===== config.mk =====
export PLATFORM = sky130hd
export DESIGN_NAME = mvm_out_requant
export DESIGN_NICKNAME = d
export VERILOG_FILES = /design/src/rtl/mvm_out_requant.sv
export SDC_FILE = /design/constraint.sdc
export NUM_CORES = 1
export LEC_CHECK = 0
export ABC_CLOCK_PERIOD_IN_PS = 5750
export BUFFER_PORTS_ARGS = -buffer_cell sky130_fd_sc_hd__buf_2
export CAP_MARGIN = 20
export CORE_MARGIN = 2
export CORE_UTILIZATION = 55
export CTS_CLUSTER_DIAMETER = 30
export DETAILED_ROUTE_END_ITERATION = 12
export PLACE_DENSITY = 0.74
export SLEW_MARGIN = 20
export SYNTH_ARGS = -nofsm -noshare
export SYNTH_HDL_FRONTEND = slang
export SYNTH_SLANG_ARGS = --single-unit

===== constraint.sdc =====
create_clock -name clk -period 5.75 [get_ports clk]
set_clock_uncertainty 0.2 [all_clocks]
set_input_delay 0.2875 -clock clk [delete_from_list [all_inputs] [get_ports clk]]
set_output_delay 0.2875 -clock clk [all_outputs]
set_load 0.005 [all_outputs]

===== src/rtl/mvm_out_requant.sv =====
// Output stage for the 32x32 8-bit MVM.
// Captures the K-result burst that follows a done rise, then rescales each result with a
// rounding right shift, applies optional ReLU and saturates it. The results are buffered
// and replayed on a valid/ready stream, with a last marker on the final element.
module mvm_out_requant #(
    parameter int unsigned K  = 32,
    parameter int unsigned b  = 8,
    parameter int unsigned OB = 8,
    parameter int unsigned SW = $clog2(2 * b)
) (
    input  logic                 clk,
    input  logic                 reset,
    input  logic                 mvm_done,
    input  logic signed [2*b-1:0] mvm_data,
    input  logic        [SW-1:0] cfg_shift,
    input  logic                 cfg_relu,
    output logic                 out_valid,
    input  logic                 out_ready,
    output logic signed [OB-1:0] out_data,
    output logic                 out_last,
    output logic                 busy,
    output logic                 overrun
);

    localparam int unsigned YW = 2 * b;
    // One extra bit so that adding the rounding constant can never overflow.
    localparam int unsigned IW = YW + 1;
    localparam int unsigned AW = (K > 1) ? $clog2(K) : 1;
    localparam logic [AW-1:0] LastIdx = AW'(K - 1);
    localparam logic signed [IW-1:0] MaxV = IW'((2 ** (OB - 1)) - 1);
    localparam logic signed [IW-1:0] MinV = ~MaxV;

    typedef enum logic [1:0] {StIdle, StCapture, StDrain} state_e;

    state_e                state_q;
    logic                  done_q;
    logic [SW-1:0]         shift_q;
    logic                  relu_q;
    logic [AW-1:0]         wr_idx_q;
    logic [AW-1:0]         rd_idx_q;
    logic signed [OB-1:0]  mem_q [K];

    logic                  done_rise;
    logic signed [IW-1:0]  y_ext;
    logic signed [IW-1:0]  rnd;
    logic signed [IW-1:0]  sum;
    logic signed [IW-1:0]  shifted;
    logic signed [IW-1:0]  relu_v;
    logic signed [OB-1:0]  proc_val;

    assign done_rise = mvm_done & ~done_q;
    assign busy      = (state_q != StIdle);

    // Requantise the incoming result: round half toward +inf, shift, ReLU, saturate.
    always_comb begin
        y_ext = {mvm_data[YW-1], mvm_data};
        rnd   = '0;
        if (shift_q != '0) begin
            rnd = IW'(1) << (shift_q - SW'(1));
        end
        sum     = y_ext + rnd;
        shifted = sum >>> shift_q;
        relu_v  = (relu_q && shifted[IW-1]) ? '0 : shifted;
        if (relu_v > MaxV) begin
            proc_val = MaxV[OB-1:0];
        end else if (relu_v < MinV) begin
            proc_val = MinV[OB-1:0];
        end else begin
            proc_val = relu_v[OB-1:0];
        end
    end

    // Result buffer; contents are don't-care after reset so it has no reset.
    always_ff @(posedge clk) begin
        if (state_q == StCapture) begin
            mem_q[wr_idx_q] <= proc_val;
        end
    end

    // Control FSM with registered stream outputs and sticky overrun flag.
    always_ff @(posedge clk or negedge reset) begin
        if (!reset) begin
            state_q   <= StIdle;
            done_q    <= 1'b0;
            shift_q   <= '0;
            relu_q    <= 1'b0;
            wr_idx_q  <= '0;
            rd_idx_q  <= '0;
            out_valid <= 1'b0;
            out_data  <= '0;
            out_last  <= 1'b0;
            overrun   <= 1'b0;
        end else begin
            done_q <= mvm_done;
            // A burst arriving while busy is dropped; only the flag records it.
            if (done_rise && (state_q != StIdle)) begin
                overrun <= 1'b1;
            end
            case (state_q)
                StIdle: begin
                    if (done_rise) begin
                        shift_q  <= cfg_shift;
                        relu_q   <= cfg_relu;
                        wr_idx_q <= '0;
                        state_q  <= StCapture;
                    end
                end
                StCapture: begin
                    wr_idx_q <= wr_idx_q + AW'(1);
                    if (wr_idx_q == LastIdx) begin
                        state_q   <= StDrain;
                        rd_idx_q  <= '0;
                        out_valid <= 1'b1;
                        // With K == 1 element 0 is being written on this very edge.
                        out_data  <= (wr_idx_q == '0) ? proc_val : mem_q[0];
                        out_last  <= (LastIdx == '0);
                    end
                end
                StDrain: begin
                    if (out_ready) begin
                        if (rd_idx_q == LastIdx) begin
                            state_q   <= StIdle;
                            out_valid <= 1'b0;
                            out_data  <= '0;
                            out_last  <= 1'b0;
                        end else begin
                            rd_idx_q <= rd_idx_q + AW'(1);
                            out_data <= mem_q[rd_idx_q + AW'(1)];
                            out_last <= ((rd_idx_q + AW'(1)) == LastIdx);
                        end
                    end
                end
                default: state_q <= StIdle;
            endcase
        end
    end

endmodule


==> impl.org, run 1 <==
** Clock network
- # Post-CTS Setup Buffers :: 0
- Clk sinks :: 285
- Post-CTS clock slew at the launch and capture registers of the worst setup and hold paths :: 60 ps
- Total CTS buffers :: 39
- In this run the number of H-tree levels came out at 2.
- CTS Hold Buffers Added :: 8
- The longest clock path from root to sink contains 3 buffers.
- Worst-skew pair later-pin latency :: between 500 and 600 ps
- Post-CTS resize count :: 0
- TritonCTS built the clock tree.
- Clock root buffer :: sky130_fd_sc_hd__clkbuf_16

** Drt
- After detailed routing, the number of vias per cell comes to 6.389.
- Wire length per cell after detailed routing :: ~25 µm
- Across all layers, the routed design uses 8089 vias.
- TritonRoute pass-1 iters :: 8
- Remaining design rule violation count :: 0
- Antenna violation net count after detailed routing :: 0
- The final layout contains routed wiring with a total length of between 30000 and 40000 µm.
- The first routing iteration left 965 violations.

** Global route
- The first global-routing pass estimated 47630 µm of wire.
- Number of antenna violations at the first check in global routing :: 0
- Via count of the first global-routing pass :: 8156
- Remaining global-route overflow :: 0
- Global-route total usage across every layer :: 24.74%
- Entering global routing, the biggest net connects 44 pins.

** Min path
- The min-delay analysis places its worst path in the category in2async.

** Worst setup path
- Of all nets on the critical path, the largest fanout is 32.
- Together, buffers and inverters on the worst path number 2.
- The worst setup path is launched from a register.
- STA puts the critical path data required time at 5700 ps.
- On the critical path, the stage with the largest delay is an instance of sky130_fd_sc_hd__nor2_2.
- The worst register-to-register path begins at shift_q[3]$_DFFE_PN0P_.
- Family with the most delay on the worst path :: compound AO/OA/AOI/OAI gates
- CP endpoint kind :: register
- The critical path starts at shift_q[3]$_DFFE_PN0P_.
- For this run, the slowest stage of the critical path takes 620 ps.
- Critical path cell sequence :: buf_4 > nand2_1 > nor2_1 > ha_1 > nand4_2 > a2111oi_1 > a211o_1 > nand4_2 > buf_4 > o221ai_1 > o2111ai_1 > o41a_1 > nor2_2 > o21ai_4
- STA puts the critical path data arrival time at 5300 ps.
- Critical path start-end classification :: reg2reg

** Floorplan
- The die is 159.1 µm tall.
- After floorplanning, the core was sized to cover 0.02354 mm².
- Number of placement rows :: 56
- DIE AREA :: between 0.02 and 0.03 mm²
- The floorplan step set the die width to 159.1 µm.
- Effective utilization at floorplan :: 56.16%
- Pin placement for this block handled 37 I/O pins.

** Final layout
- After routing the design area is 0.01535 mm².
- Number of fill cells in the layout :: 1634
- From synthesis to final layout, the design area changed by 16.09%.
- In the final layout, the share of cells above drive strength 1 is 25.55%.
- The repair_antennas step left the layout with diodes totalling 0.
- After the last flow step, the layout net total stands at 966.
- Utilization of the core after routing :: 65.20%

** STA
- Slew at the pin with the worst max-slew slack :: around 1200 ps
- WHS :: 159.0 ps
- Final setup viols :: 0
- The hold violation total from the final report came to 0.
- Final Cycle Share :: 93.08%
- Highest Clock Rate :: 186.8 MHz
- In this run the tightest slew margin relative to its limit is between 20% and 30%.
- RSZ-0062 raised after global routing :: no
- The number of max-slew violations in the final report was 0.
- Tmin final :: 5352 ps

** Logic synthesis
- The synthesized design contains 285 register bits.
- The Yosys step of the flow raised 0 warnings.
- Sequential share of the synthesized area :: 63.63%
- For this run, the leading register cell type out of synthesis is sky130_fd_sc_hd__edfxtp_1.
- The number of nets in the synthesized netlist is 901.
- Yosys mapped a number of flops with a built-in enable equal to between 200 and 300.
- In the post-synthesis netlist, the cell with the most instances is sky130_fd_sc_hd__edfxtp_1.
- After synthesis, the cell types taking the most area are sky130_fd_sc_hd__edfxtp_1 58%, sky130_fd_sc_hd__mux4_2 14%, sky130_fd_sc_hd__dfrtp_1 5.5%.
- Cell count after synthesis :: approximately 850
- Synthesized cell area :: 0.01322 mm²
- The share of synthesized area in the top cell type comes to 58.14%.
- Ys async rst share :: 10.18%
- By count the netlist is led by 256 x sky130_fd_sc_hd__edfxtp_1, 81 x sky130_fd_sc_hd__mux4_2, 71 x sky130_fd_sc_hd__nor2_1, 64 x sky130_fd_sc_hd__nand2_1, 42 x sky130_fd_sc_hd__o21ai_0.
- Library cells used by synthesis :: 67
- The synthesized design spends more area on one cell type than any other, namely sky130_fd_sc_hd__edfxtp_1.
- Avg Inst Size Synth :: 15.54 µm²

** Power
- Max IR drop VDD :: 0.0003863 V
- Dividing total power by cell area gives a power density of 543.3 mW/mm².
- Static leakage power :: roughly 5.3 nW

** Placed design
- At the end of routability-driven placement, the weighted congestion stood at 0.9161.
- Detailed Place HPWL :: 19770 µm
- During placement, the flow inserted port buffers numbering 36.
- Once placement finished, the instance area stood at 0.01385 mm².

** Run
- Count of maximum capacitance violations :: 0

** Outcome
- The run finished with clean final reports.
state kept, by name, indices dropped and copies added, names as in the netlist:
signal,cells
out_last,1
mem_q,256
rd_idx_q,5
overrun,1
shift_q,4
state_q,2
out_data,8
out_valid,1
done_q,1
relu_q,1
wr_idx_q,5
cell families (layout without fill, tap and decap cells):
logic type | count (synthesis) | after routing | synth area share [%]
flip-flops | 285 | 285 | 63.63
AND/OR/NAND/NOR | 201 | 201 | 6.870
AO/OA/AOI/OAI | 160 | 160 | 8.592
multiplexers | 105 | 105 | 15.71
buffers and inverters | 61 | 157 | 1.836
adder cells (fa/ha/maj) | 25 | 25 | 2.422
XOR/XNOR | 13 | 13 | 0.9179
other | 1 | 1 | 0.02836
final timing paths:
kind                       cells after the start                       to  slack [ps]
min in group clk                               2         done_q$_DFF_PN0_         250
max reg2reg                                   14   mem_q[13][2]$_DFFE_PP_         400
max                                           14   mem_q[13][2]$_DFFE_PP_         400
min                                            2   shift_q[3]$_DFFE_PN0P_         160
max in group asynchronous                      2  rd_idx_q[0]$_DFFE_PN0P_        4660
min reg2reg                                    2     out_last$_DFFE_PN0P_         280
cell usage in the layout (no fill, tap or decap), types with 4 or more instances in the layout:
master                          Yosys  final
sky130_fd_sc_hd__edfxtp_1         256    256
sky130_fd_sc_hd__nand2b_1           6      6
sky130_fd_sc_hd__dfrtp_1           29     28
sky130_fd_sc_hd__o211ai_1          15     15
sky130_fd_sc_hd__nand3_1           20     20
sky130_fd_sc_hd__or3_1              4      4
sky130_fd_sc_hd__and3_1             4      4
sky130_fd_sc_hd__buf_2              5     36
sky130_fd_sc_hd__o21ai_4            1      7
sky130_fd_sc_hd__o21ai_0           42     36
sky130_fd_sc_hd__mux2i_1           14     14
sky130_fd_sc_hd__xnor2_1            8      8
sky130_fd_sc_hd__inv_1             20     20
sky130_fd_sc_hd__a21oi_1           31     31
sky130_fd_sc_hd__o21a_1             5      5
sky130_fd_sc_hd__o221ai_1           4      4
sky130_fd_sc_hd__mux2_2            10     10
sky130_fd_sc_hd__nand4_1            5      5
sky130_fd_sc_hd__ha_1              24     23
sky130_fd_sc_hd__a21o_1             5      5
sky130_fd_sc_hd__dlygate4sd3_1      0      8
sky130_fd_sc_hd__nand2_1           64     64
sky130_fd_sc_hd__nor2b_1            4      4
sky130_fd_sc_hd__nor3_1             8      8
sky130_fd_sc_hd__buf_4              2     20
sky130_fd_sc_hd__bufinv_16          0      6
sky130_fd_sc_hd__o31ai_1            6      6
sky130_fd_sc_hd__a222oi_1           7      7
sky130_fd_sc_hd__mux4_2            81     81
sky130_fd_sc_hd__clkinvlp_4         0      5
sky130_fd_sc_hd__a31oi_1            6      6
sky130_fd_sc_hd__nand3b_1           4      4
sky130_fd_sc_hd__inv_6              0      9
sky130_fd_sc_hd__a211oi_1           4      4
sky130_fd_sc_hd__clkbuf_16          0     39
sky130_fd_sc_hd__nor2_1            71     70
per-stage QoR:
step / setup slack, ps / std cells / setup TNS, ps / power (mW)
after floorplan: -278.4 / 851 / -53450 / 4.922
after global placement: 524.2 / 1186 / 0 / 5.716
after detailed placement: 347.9 / 1186 / 0 / 5.757
after CTS: 337.3 / 1266 / 0 / 8.262
after global routing: 90.30 / 1266 / 0 / 8.679
final: 398.1 / 1266 / 0 / 8.339
layer usage:
layer	vias to the layer above	track usage, %	wire [µm]
met4	0	8.554	894
met5	-	0	0
met3	59	3.647	2367
met1	4058	33.61	12480
met2	414	41.48	15510
li1	3558	-	-
layout make-up:
| class | count | area, µm² | share of cell area, % |
|---|---|---|---|
| clock buffer | 41 | 983.4 | 6.407 |
| clock inverter | 31 | 390.4 | 2.543 |
| inverter | 20 | 75.07 | 0.4891 |
| multi-input combinational | 505 | 4654 | 30.32 |
| sequential | 285 | 8417 | 54.83 |
| tap | 319 | 399.1 | 2.600 |
| timing repair buffer | 65 | 430.4 | 2.804 |
where the power goes:
part / switching [mW] / leakage (nW) / total, mW / internal [mW]
Combinational: 1.72 / 1.98 / 2.59 / 0.875
Clock: 0.946 / 0.658 / 2.50 / 1.55
Sequential: 0.176 / 2.65 / 3.25 / 3.07
Note: power is estimated with default switching activity, not from simulation.
==> run 2, diff against run 1 <==
- BUFFER_PORTS_ARGS: -buffer_cell sky130_fd_sc_hd__buf_2 -> unset
- CAP_MARGIN: 20 -> unset
- DONT_BUFFER_PORTS: unset -> 1
- PLACE_DENSITY: 0.74 -> 0.73
- REMOVE_ABC_BUFFERS: unset -> 1
==> run 2 against run 1 <==
Via count shrank 0.12%. Critical path depth shrank 2. Largest power group unchanged. Sequential cell count is the same. First-iteration DRC count grew 17%. Final area grew 0.18%. Utilization grew 0.12 points. Critical path type unchanged. Final cell count shrank 2.3%. Clock-buffer cell count grew 2. Register-to-register slack lost 90 ps. Worst hold slack lost 110 ps.
==> impl.org, run 2 (synthesized netlist as in run 1, its figures left out) <==
** Power
- Static leakage power :: 5.241 nW (was 5.287 nW)
- Ratio of total power to cell area :: 553.3 mW/mm² (was 543.3 mW/mm²)
- Share of total power in combinational logic :: 29.6% (was 31.1%)
- Max IR drop VDD :: 0.0003471 V (was 0.0003863 V)
- The internal power component is 5.600 mW (was 5.502 mW).
- Switching component of the power :: 2.908 mW (was 2.837 mW)
- The proportion of total power due to net switching was 34.18% (was 34.02%).
- Part of the total power dissipated in sequential elements :: 38.6% (was 39.0%)
- The relative contribution of the clock network to total power is 31.8% (was 30.0%).

** STA
- The number of max-slew violations in the final report is 0 (unchanged).
- Tmin final :: 5440 ps (was 5352 ps)
- The setup TNS came to 0 ps (unchanged).
- RSZ-0062 raised after global routing: yes (was no).
- Setup slack after layout :: 309.8 ps (was 398.1 ps)
- Final setup viols :: 0 (unchanged)
- The slew at the pin with the worst max-slew slack was 1140 ps (was 1194 ps).
- The worst slew margin relative to its limit came to 23.73% (was 20.37%).
- Count of final hold-check violations :: 0 (unchanged)
- The fmax is 183.8 MHz (was 186.8 MHz).
- Final Cycle Share :: 94.61% (was 93.08%)

** Drt
- The via total after detailed routing came to 8079 (was 8089).
- The total wire length is 31740 µm (was 31250 µm).
- TritonRoute pass-1 iters :: 8 (unchanged)
- Remaining design rule violation count :: 0 (unchanged)
- Vias per cell :: 6.531 (was 6.389)
- The initial DRC count is 1125 (was 965).
- Antenna violation net count after detailed routing :: 0 (unchanged)
- Wire length per cell after detailed routing :: 25.66 µm (was 24.69 µm)

** Final layout
- Commonest cells after routing, fill and taps aside: 256 x sky130_fd_sc_hd__edfxtp_1, 81 x sky130_fd_sc_hd__mux4_2, 67 x sky130_fd_sc_hd__nor2_1 (was 256 x sky130_fd_sc_hd__edfxtp_1, 81 x sky130_fd_sc_hd__mux4_2, 70 x sky130_fd_sc_hd__nor2_1).
- The number of fill cells came to 1602 (was 1634).
- The number of nets in the layout was 934 (was 966).
- Most common library cell in the layout ignoring fill and taps :: sky130_fd_sc_hd__edfxtp_1 (unchanged)
- Growth of design area from synthesis to finish :: 16.29% (was 16.09%)
- Biggest registers after layout: mem_q: 256 flops, out_data: 8 flops (unchanged).
- The share of final-layout standard cells stronger than drive strength 1 was 23.42% (was 25.55%).
- Largest register by flop count :: mem_q (unchanged)
- The final instance area came to 0.01538 mm² (was 0.01535 mm²).
- The diode insertion count for antenna repair is 0 (unchanged).
- Total area of sequential cells :: 0.008417 mm² (unchanged)
- Number of flip-flops under the largest register name :: 256 (unchanged)
- The area of combinational cells with multiple inputs is 0.004676 mm² (was 0.004654 mm²).

** Outcome
- Result of the run :: finished, final reports clean (unchanged)

** Global route
- The pin count of the biggest net entering global routing is 66 (was 44).
- The via count of the first global-routing pass came to 8061 (was 8156).
- Number of antenna violations at the first check in global routing :: 0 (unchanged)
- The overall track demand over capacity in global routing is 24.86% (was 24.74%).
- Global-route wire length before repair :: 47840 µm (was 47630 µm)
- Remaining global-route overflow :: 0 (unchanged)

** Clock network
- The H-tree depth was 2 (unchanged).
- Clock tree buffer depth :: 3 (unchanged)
- Clk sinks :: 285 (unchanged)
- The CTS buffer count was 43 (was 39).
- Worst-skew pair later-pin latency :: 550 ps (was 530 ps)
- The CTS tree is done (unchanged).
- The root buffer cell is sky130_fd_sc_hd__clkbuf_16 (unchanged).
- Post-CTS clock slew at the launch and capture registers of the worst setup and hold paths :: 50 ps (was 60 ps)

** Floorplan
- Die boundary height :: 159.1 µm (unchanged)
- The die boundary width was 159.1 µm (unchanged).
- Effective utilization at floorplan :: 56.16% (unchanged)
- DIE AREA :: 0.02530 mm² (unchanged)
- Area of the placeable core :: 0.02354 mm² (unchanged)
- Number of placement rows :: 56 (unchanged)
- The number of top-level pins came to 37 (unchanged).

** Worst setup path
- The highest cell delay on the worst timing path is 720 ps (was 620 ps).
- Capture instance of the worst register-to-register path :: mem_q[23][0]$_DFFE_PP_ (was mem_q[13][2]$_DFFE_PP_)
- The source of the worst register-to-register timing path is shift_q[0]$_DFFE_PN0P_ (was shift_q[3]$_DFFE_PN0P_).
- Nature of the critical path startpoint :: register (unchanged)
- The origin of the worst setup path was shift_q[0]$_DFFE_PN0P_ (was shift_q[3]$_DFFE_PN0P_).
- The cell with the largest stage delay on the worst path is sky130_fd_sc_hd__o21ai_4 (was sky130_fd_sc_hd__nor2_2).
- The required time of the worst setup path came to 5780 ps (was 5700 ps).
- Critical path cell sequence :: inv_1 > nand2_1 > nor2_1 > ha_1 > a21oi_1 > o21ai_0 > a221oi_1 > a21oi_1 > a211o_1 > a2111o_1 > o41a_1 > o21ai_4 (was buf_4 > nand2_1 > nor2_1 > ha_1 > nand4_2 > a2111oi_1 > a211o_1 > nand4_2 > buf_4 > o221ai_1 > o2111ai_1 > o41a_1 > nor2_2 > o21ai_4)
- The critical path capture point type is a register (unchanged).
- The register-to-register path setup slack is 310 ps (was 400 ps).
- The data arrival time of the critical path is 5470 ps (was 5300 ps).
- Counting stages on the worst path, the most repeated cell is sky130_fd_sc_hd__a21oi_1.
- The classification of the worst setup path was reg2reg (unchanged).
- The largest driver fanout on the critical path is 32 (unchanged).
- The length in cells of the worst reg-to-reg path was 12 (was 14).

** Placed design
- Port Buffer Count :: 0 (was 36)
- The area after detailed placement came to 0.01362 mm² (was 0.01385 mm²).
- Detailed Place HPWL :: 20350 µm (was 19770 µm)
- Pre-CTS WS :: 263.7 ps (was 347.9 ps)
- Routability-driven placement congestion ratio :: 0.9230 (was 0.9161)

** Min path
- Beginning of the worst hold path :: out_ready
- The kind of path behind the tightest hold check is in2reg (was in2async).
- Number of cells on the worst hold path :: 3
- The worst hold path terminates at rd_idx_q[4]$_DFFE_PN0P_.

** Run
- Count of maximum capacitance violations :: 0 (unchanged)
==> run 2: worst max-delay path by stage <==
stage / depth (start not counted) / end
2_1_floorplan: 7 / out_data[3]$_DFFE_PN0P_
3_3_place_gp: 14 / mem_q[21][2]$_DFFE_PP_
3_5_place_dp: 12 / mem_q[29][0]$_DFFE_PP_
4_1_cts: 12 / mem_q[11][1]$_DFFE_PP_
5_1_grt: 14 / mem_q[9][4]$_DFFE_PP_
6_report: 12 / mem_q[23][0]$_DFFE_PP_
==> run 2: metrics by stage <==
stage               power [mW]  instances  hold slack, ps  util, %
finish                   8.508       1237           46.99    65.32
global route             8.844       1237           45.18    65.32
CTS                      8.427       1234           4.459    64.86
detailed placement       5.700       1145          -207.0    57.87
global placement         5.599       1145          -207.1    57.87
floorplan                4.908        810          -208.1        -
==> run 2: area by class of cell <==
cell class	instances	area share [%]
inverter	20	0.4882
multi-input combinational	505	30.41
tap	319	2.596
clock inverter	36	2.921
timing repair buffer	29	1.855
sequential	285	54.74
clock buffer	43	6.998
==> run 2: worst max-delay path, delay by kind of cell, from the launching register on <==
family / cells / cell delay [ps]
AOI/OAI and AO/OA: 8 / 3370
DFF: 1 / 650
adders and majority gates: 1 / 420
and+or+nand+nor: 2 / 290
buffers and inverters: 1 / 190
==> run 2: power groups by stage <==
stage / Combinational (mW) / Sequential [mW] / Clock (mW)
after detailed placement: 2.38 / 3.32 / 0
final: 2.52 / 3.28 / 2.71
after global routing: 2.73 / 3.30 / 2.81
after floorplan: 1.60 / 3.30 / 0
after global placement: 2.31 / 3.29 / 0
after CTS: 2.42 / 3.28 / 2.73
==> run 2: timing repair <==
item / 4_1_cts / 5_1_grt
gates resized for setup: 0 / 1
endpoints found under the setup margin: 0 / 203
endpoints found under the hold margin: 42 / 2
hold buffers: 10 / 1
setup buffers: 0 / 0
==> run 2: routing by layer <==
layer	GRT usage (%)	up-vias	share of wire [%]
li1	-	3501	-
met1	35.26	4080	41
met2	39.76	438	48
met3	5.496	60	8.8
met4	6.405	0	2.1
met5	0	-	0
